[src/rtl/nco_pkg.sv]
// Shared constants and types for the NCO phase accumulator and its dither LFSR.
package nco_pkg;

  localparam int unsigned PHASE_W  = 32;
  localparam int unsigned DITHER_W = 16;

  // Taps 16,14,13,11 expressed as a mask for a right-shifting Fibonacci register.
  localparam logic [15:0] LFSR_SEED = 16'hACE1;
  localparam logic [15:0] LFSR_TAPS = 16'h002D;

  typedef enum logic [1:0] {
    IDLE      = 2'd0,
    APPLY     = 2'd1,
    WAIT_WRAP = 2'd2
  } nco_state_e;

  function automatic logic [15:0] lfsr16_next(input logic [15:0] s);
    return {^(s & LFSR_TAPS), s[15:1]};
  endfunction

endpackage

[src/rtl/nco_lfsr16.sv]
// 16-bit Fibonacci LFSR used as truncation dither; advances only when enabled.
module nco_lfsr16
  import nco_pkg::*;
(
  input  logic        clk_i,
  input  logic        rst_i,
  input  logic        en_i,
  output logic [15:0] state_o
);

  logic [15:0] lfsr_q;
  logic [15:0] lfsr_d;

  always_comb begin
    lfsr_d = lfsr_q;
    if (en_i) begin
      lfsr_d = lfsr16_next(lfsr_q);
    end else begin
      lfsr_d = lfsr_q;
    end
  end

  always_ff @(posedge clk_i or posedge rst_i) begin
    if (rst_i) begin
      lfsr_q <= LFSR_SEED;
    end else begin
      lfsr_q <= lfsr_d;
    end
  end

  assign state_o = lfsr_q;

endmodule

[src/rtl/nco_phase_accumulator.sv]
// 32-bit NCO phase accumulator with immediate / wrap-synchronous reconfiguration.
// Optional LSB dither ahead of truncation is enabled by defining PHASE_DITHER_EN.
module nco_phase_accumulator
  import nco_pkg::*;
#(
  parameter int unsigned PHASE_W  = nco_pkg::PHASE_W,
  parameter int unsigned DITHER_W = nco_pkg::DITHER_W
) (
  input  logic               clk,
  input  logic               rst,
  input  logic               en,
  input  logic               clr,
  input  logic               cfg_valid,
  output logic               cfg_ready,
  input  logic [PHASE_W-1:0] cfg_fcw,
  input  logic [PHASE_W-1:0] cfg_offset,
  input  logic               cfg_sync,
  output logic [PHASE_W-1:0] phase_out,
  output logic               wrap
);

  localparam int unsigned PAD_W = PHASE_W - DITHER_W;

  nco_state_e state_q, state_d;
  logic [PHASE_W-1:0] acc_q, acc_d;
  logic [PHASE_W-1:0] fcw_act_q, fcw_act_d;
  logic [PHASE_W-1:0] off_act_q, off_act_d;
  logic [PHASE_W-1:0] fcw_sh_q, fcw_sh_d;
  logic [PHASE_W-1:0] off_sh_q, off_sh_d;
  logic               sync_sh_q, sync_sh_d;
  logic [PHASE_W-1:0] phase_q, phase_d;
  logic               wrap_q, wrap_d;
  logic [PHASE_W:0]   sum_s;
  logic               carry_s;
  logic               load_s;
  logic [DITHER_W-1:0] dither_s;

  assign sum_s   = {1'b0, acc_q} + {1'b0, fcw_act_q};
  assign carry_s = en & ~clr & sum_s[PHASE_W];

`ifdef PHASE_DITHER_EN
  logic [15:0] lfsr_s;

  nco_lfsr16 u_lfsr (
    .clk_i   (clk),
    .rst_i   (rst),
    .en_i    (en),
    .state_o (lfsr_s)
  );

  assign dither_s = lfsr_s[DITHER_W-1:0];
`else
  assign dither_s = {DITHER_W{1'b0}};
`endif

  always_comb begin
    state_d   = state_q;
    load_s    = 1'b0;
    fcw_sh_d  = fcw_sh_q;
    off_sh_d  = off_sh_q;
    sync_sh_d = sync_sh_q;
    case (state_q)
      IDLE: begin
        if (cfg_valid) begin
          fcw_sh_d  = cfg_fcw;
          off_sh_d  = cfg_offset;
          sync_sh_d = cfg_sync;
          state_d   = cfg_sync ? WAIT_WRAP : APPLY;
        end else begin
          state_d = IDLE;
        end
      end
      APPLY: begin
        load_s  = 1'b1;
        state_d = IDLE;
      end
      WAIT_WRAP: begin
        // A clear counts as a wrap so a frozen (FCW = 0) accumulator can still reconfigure.
        if (clr || carry_s || !sync_sh_q) begin
          load_s  = 1'b1;
          state_d = IDLE;
        end else begin
          state_d = WAIT_WRAP;
        end
      end
      default: begin
        state_d = IDLE;
      end
    endcase
  end

  always_comb begin
    fcw_act_d = fcw_act_q;
    off_act_d = off_act_q;
    if (load_s) begin
      fcw_act_d = fcw_sh_q;
      off_act_d = off_sh_q;
    end else begin
      fcw_act_d = fcw_act_q;
      off_act_d = off_act_q;
    end
  end

  always_comb begin
    acc_d  = acc_q;
    wrap_d = 1'b0;
    if (clr) begin
      acc_d  = {PHASE_W{1'b0}};
      wrap_d = 1'b0;
    end else if (en) begin
      acc_d  = sum_s[PHASE_W-1:0];
      wrap_d = sum_s[PHASE_W];
    end else begin
      acc_d  = acc_q;
      wrap_d = 1'b0;
    end
  end

  assign phase_d = acc_q + off_act_q + {{PAD_W{1'b0}}, dither_s};

  always_ff @(posedge clk or posedge rst) begin
    if (rst) begin
      state_q   <= IDLE;
      acc_q     <= {PHASE_W{1'b0}};
      fcw_act_q <= {PHASE_W{1'b0}};
      off_act_q <= {PHASE_W{1'b0}};
      fcw_sh_q  <= {PHASE_W{1'b0}};
      off_sh_q  <= {PHASE_W{1'b0}};
      sync_sh_q <= 1'b0;
      phase_q   <= {PHASE_W{1'b0}};
      wrap_q    <= 1'b0;
    end else begin
      state_q   <= state_d;
      acc_q     <= acc_d;
      fcw_act_q <= fcw_act_d;
      off_act_q <= off_act_d;
      fcw_sh_q  <= fcw_sh_d;
      off_sh_q  <= off_sh_d;
      sync_sh_q <= sync_sh_d;
      phase_q   <= phase_d;
      wrap_q    <= wrap_d;
    end
  end

  assign cfg_ready = (state_q == IDLE);
  assign phase_out = phase_q;
  assign wrap      = wrap_q;

endmodule

[config.mk]
export PLATFORM = sky130hd
export DESIGN_NAME = nco_phase_accumulator
export DESIGN_NICKNAME = d
export VERILOG_FILES = /design/src/rtl/nco_pkg.sv /design/src/rtl/nco_lfsr16.sv /design/src/rtl/nco_phase_accumulator.sv
export SDC_FILE = /design/constraint.sdc
export NUM_CORES = 1
export LEC_CHECK = 0
export BUFFER_PORTS_ARGS = -buffer_cell sky130_fd_sc_hd__buf_4
export CORE_ASPECT_RATIO = 0.8
export CORE_UTILIZATION = 45
export CTS_CLUSTER_DIAMETER = 60
export DETAILED_ROUTE_END_ITERATION = 8
export GPL_TIMING_DRIVEN = 0
export PLACE_DENSITY_LB_ADDON = 0.05
export RECOVER_POWER = 100
export SYNTH_ARGS = -nofsm -noshare
export SYNTH_HDL_FRONTEND = slang
export SYNTH_SLANG_ARGS = --single-unit
[constraint.sdc]
create_clock -name clk -period 7.9 [get_ports clk]
set_input_delay 0 -clock clk [delete_from_list [all_inputs] [get_ports clk]]
set_output_delay 0 -clock clk [all_outputs]
set_load 0.05 [all_outputs]
# Word-level counts from Yosys, hierarchy flattened
# Index checks and enable logic that the tools add are counted.
dict set report word_totals {
  reg_bits 196
  input_bits 70
  out_inout_bits 34
  wordCells 32
}
dict set report op_classes {
  addsub 2
  n_eq_ne 2
  muxes 10
  bitwise_logic 3
  reduce_logical 6
}
# op count
set ops {}
lappend ops {{32-bit two-way mux} 2}
lappend ops {{32-bit by 32-bit adder with 33-bit output} 1}
lappend ops {{32-bit adder} 1}
lappend ops {{2-bit two-way mux} 3}
lappend ops {{2-bit case mux with 2 select lines} 1}
lappend ops {{1-bit two-way mux} 3}
lappend ops {{1-bit AND} 2}
lappend ops {{2-bit by 1-bit equality test with 1-bit output, second input constant} 1}
lappend ops {{2-bit equality test, second input constant} 1}
lappend ops {{2-bit zero test} 1}
lappend ops {{1-bit logical OR} 2}
lappend ops {{1-bit case mux with 2 select lines} 1}
lappend ops {{2-bit AND reduction} 1}
lappend ops {{2-bit nonzero test} 1}
lappend ops {{1-bit zero test} 1}
lappend ops {{1-bit NOT} 1}

# Longest topological paths before layout
dict set report logic_depth {
  depth_word 7
  depth_mapped 13
  depth_no_buf 12
}

# Least setup slack after synthesis
# No wires, ideal clock.
dict set report synth_path {
  kind {reg-to-reg}
  start {register acc_q[0]}
  end {register acc_q[30]}
  setup_ps 126
  arrival_time_ps 2616
  slack_ps 5158
  path_stages_with_launch 13
  path_buffers 0
  path_cell_list {dfrtp_1 -> ha_1 -> inv_1 -> fa_1 -> nor2b_1 -> o21ai_1 -> a21oi_1 -> o21a_1 -> o21a_1 -> o211ai_2 -> a211oi_1 -> mux2_2 -> a221o_1}
}
dict set report synth_via {
  elab_chain_cells 3
}
# element line
set synth_lines {}
lappend synth_lines {{start, declared} nco_phase_accumulator.sv:25} ;# logic [PHASE_W-1:0] acc_q, acc_d;
lappend synth_lines {{start signal, assigned} nco_phase_accumulator.sv:124} ;# acc_q <= {PHASE_W{1'b0}};
lappend synth_lines {{32-bit by 32-bit adder with 33-bit output} nco_phase_accumulator.sv:38} ;# assign sum_s = {1'b0, acc_q} + {1'b0, fcw_act_q};
lappend synth_lines {{32-bit two-way mux} nco_phase_accumulator.sv:110} ;# end else if (en) begin
lappend synth_lines {{32-bit two-way mux} nco_phase_accumulator.sv:107} ;# if (clr) begin
# No other way between the ends. The select of a mux whose other input is x is not followed.
# A chain may end at the register's enable or synchronous reset.

# Final worst setup path
dict set report layout_path {
  start {register acc_q[2]}
  end {register fcw_act_q[30]}
}
dict set report layout_via {
  elab_chain_cells 6
}
# element line
set layout_lines {}
lappend layout_lines {{32-bit by 32-bit adder with 33-bit output} nco_phase_accumulator.sv:38}
lappend layout_lines {{1-bit AND} nco_phase_accumulator.sv:39} ;# assign carry_s = en & ~clr & sum_s[PHASE_W];
lappend layout_lines {{1-bit logical OR (2 in series)} nco_phase_accumulator.sv:79} ;# if (clr || carry_s || !sync_sh_q) begin
lappend layout_lines {{1-bit two-way mux} nco_phase_accumulator.sv:79}
lappend layout_lines {{1-bit case mux with 2 select lines} nco_phase_accumulator.sv:62} ;# case (state_q)
lappend layout_lines {{end signal, assigned} nco_phase_accumulator.sv:125} ;# fcw_act_q <= {PHASE_W{1'b0}};
lappend layout_lines {{end signal, assigned} nco_phase_accumulator.sv:135} ;# fcw_act_q <= fcw_act_d;
lappend layout_lines {{end, declared} nco_phase_accumulator.sv:26} ;# logic [PHASE_W-1:0] fcw_act_q, fcw_act_d;
# No other way between the ends.

==> impl_results.md <==
* Detailed Route WL at 27.7 mm
* Die X at about 180 µm
* Seq pwr share at 0.330
* Register area share after synthesis at 0.445
* Comb power frac at 0.499
* Power share of the clock group at 0.171
* GRT Overall Usage at 0.230
* Worst setup SP type: flop
* Critical Path RT at about 8.3 ns
* Switching power at 2.24 mW
* Post-layout util at 0.561
* Pins Over Slew Limit at 94
* Mapped Nets at between 1000 and 1500
* CP max-delay cell: nor4b_1
* Slew @ Worst Pin at 3.73 ns
* DP HPWL at 20.2 mm
* Mapped Cells at approximately 1100
* P per Cell Area at 385 nW/µm²
* H-tree Lvls at 4
* CTS tree: done
* Post-synthesis register bit count at between 150 and 200
* Vias in the first global route at ~8200
* GRT overflow at 0
* Io pins at 104
* Yosys warning total at 0
* Antenna violations before repair at 0
* Post-CTS sizing at 0
* Final nets at between 1000 and 1500
* Critical path, cell by cell: ha_1, nor2b_1, o21ai_0, a21oi_1, o21a_1, o21bai_1, a21oi_1, nor4b_1, clkbuf_1, o21ai_0, o211ai_1
* Tmin final at a little under 5 ns
* Worst skew pair latency at 0.44 ns
* Delay-heaviest family, CP: simple AND/OR/NAND/NOR gates
* CTS root buf: clkbuf_16
* Share of the synthesized area in the top cell type at 0.445
* Clock-pin slew on the worst setup and hold paths at around 0.07 ns
* Most frequent cell after synthesis: dfrtp_1
* Port bufs at between 100 and 150
* Switching share of power at 0.437
* Max Cap Viol at 2
* Maximum VDD drop at approximately 180 µV
* Area of the core at about 24000 µm²
* Vias per std cell at 5.35
* Setup TNS at 0 ns
* Die area at between 20000 and 30000 µm²
* Final setup viols at 0
* Pleak at between 6 and 7 nW
* Largest net degree at the start of global routing at 115
* Hold Path Class: in -> reg
* Area Growth Syn to Fin at 20.8%
* RSZ-0062 raised after global routing: false
* FMAX at 202 MHz
* Power, Total at slightly above 5 mW
* Antenna cells at 0
* Predominant post-synthesis flop cell: dfrtp_1
* Post-Synthesis Cell Area at between 10000 and 15000 µm²
* Netlist cell types at 66
* Share of layout cells above drive strength 1 at 0.146
* Initial Utilization at 0.465
* Hold Fails Final Rpt at 0
* Critical path fanouts, max at 10
* Commonest cells post-synth: 196 x dfrtp_1, 93 x nand2_1, 74 x inv_1, 66 x ha_1, 66 x mux2_2
* Slowest Stage Delay on Critical Path at about 1.9 ns
* ANT nets after route at 0
* Bufs on Longest Clock Path at 2
* Final period util at 0.626
* GPL Wtd Cong at just under 0.9
* Worst setup path class: reg -> reg
* DRT Pass-1 Iters at 5
* Failing checks: capacitance limit, slew limit
* Max_slew headroom at -1.50
* Outcome: finished, violations left
* Critical path arrival at roughly 5.3 ns
* Crit. End Element: flop
* Number of synthesized flops with an enable pin at 0
* Vias at around 8600
* CTS Buf Count at 17
* Yosys top cell by area: dfrtp_1
* FP Rows at 50
* Top cells by area, synth: dfrtp_1 45%, ha_1 7.5%, mux2_2 6.7%
* Worst path bufs/invs at 1
* Skew final at around 0.015 ns
* Die Y at ~140 µm
* Internal at roughly 2.9 mW
* Clock tree sinks at 196
* Ys async rst share at 1.00
* Starting DRT DRC Count at around 550
* Worst hold margin at roughly 0.20 ns
* Number of remaining DRC errors at 0
* Fill count at around 2100
* First-pass GRT wire length at about 44 mm
* DR WL/cell at 17.2 µm
* Mean Syn Cell Area at ~10 µm²
-- registers in the layout, indices dropped and copies added (netlist names) --
register   flops
acc_q         32
fcw_act_q     32
fcw_sh_q      32
off_act_q     32
off_sh_q      32
phase_out     32
state_q        2
sync_sh_q      1
wrap           1
-- timing repair --
action                                 4_1_cts  5_1_grt
hold buffers                                68        0
endpoints found under the hold margin      149        0
setup buffers                                0        0
-- per-layer routing --
metal / wire [µm] / GRT usage
met1: 14900 / 0.367
met2: 11000 / 0.313
met3: 1360 / 0.0406
met4: 452 / 0.0644
met5: 0 / 0
-- placed cells by master (no fill, tap or decap), drive strengths merged, types with 3 or more instances in the layout --
cell type / n
a2111oi: 3
a211o: 7
a211oi: 15
a21boi: 13
a21o: 39
a21oi: 59
a221o: 3
and2: 7
and3: 9
buf: 76
clkbuf: 97
clkinvlp: 6
dfrtp: 196
dlygate4sd3: 68
ha: 66
inv: 74
mux2: 66
mux2i: 15
nand2: 93
nand2b: 18
nand3: 12
nand3b: 3
nand4: 7
nor2: 65
nor2b: 10
nor3: 15
nor3b: 3
nor4: 3
o211ai: 58
o21a: 7
o21ai: 96
o21bai: 7
o311ai: 4
or2: 3
xnor2: 25
xor2: 17
-- tightest hold or removal path, stage by stage --
cell,delay (ns)
clkbuf_1,0.23
nand2_1,0.14
a211o_1,0.09
o311ai_0,0.11
-- cell families (layout without fill, tap and decap cells) --
| logic type | after synthesis | count (layout) | share of synthesized area |
|---|---|---|---|
| compound gates | 335 | 335 | 0.203 |
| buf+inv | 123 | 325 | 0.0474 |
| xor+xnor | 42 | 42 | 0.0334 |
| fa+ha+maj | 68 | 68 | 0.0786 |
| mux | 81 | 81 | 0.0811 |
| flops | 196 | 196 | 0.445 |
| simple gates | 256 | 256 | 0.111 |
-- path summary, 6_finish.rpt --
path / depth (start not counted) / end / from / slack [ns]
max: 11 / fcw_act_q[30]$_DFFE_PP0P_ / acc_q[2]$_DFFE_PP0P_ / 2.95
min: 4 / acc_q[29]$_DFFE_PP0P_ / en / 0.20
max reg2reg: 11 / fcw_act_q[30]$_DFFE_PP0P_ / acc_q[2]$_DFFE_PP0P_ / 2.95
min reg2reg: 1 / phase_out[0]$_DFF_PP0_ / off_act_q[0]$_DFFE_PP0P_ / 0.49
max in group asynchronous: 3 / acc_q[8]$_DFFE_PP0P_ / rst / 4.99
min in group asynchronous: 3 / fcw_sh_q[28]$_DFFE_PP0P_ / rst / 1.22
-- power by group through the flow --
stage	Sequential, mW	Combinational (mW)	Clock (mW)
after floorplan	1.87	1.75	0
after global placement	1.71	2.59	0
after detailed placement	1.71	2.61	0
after CTS	1.69	2.65	0.901
after global routing	1.74	2.84	0.941
final	1.69	2.56	0.879
-- per-stage QoR --
| stage | setup slack, ns | cell area (µm²) | cells |
|---|---|---|---|
| after floorplan | 2.56 | 11000 | 1101 |
| after global placement | 0.184 | 12200 | 1514 |
| after detailed placement | 4.34 | 12200 | 1516 |
| after CTS | 4.29 | 13500 | 1615 |
| after global routing | 2.55 | 13300 | 1615 |
| final | 2.95 | 13300 | 1615 |
-- area by class of cell --
cell class / instances / area (µm²) / area share
Multi-Input combinational cell: 782 / 5560 / 0.418
Buffer: 49 / 236 / 0.0178
Clock inverter: 10 / 124 / 0.00931
Clock buffer: 21 / 470 / 0.0354
Inverter: 74 / 279 / 0.0210
Sequential cell: 196 / 4900 / 0.369
Tap cell: 312 / 390 / 0.0293
Timing Repair Buffer: 171 / 1350 / 0.101
Power figures use the tool's default switching activity.
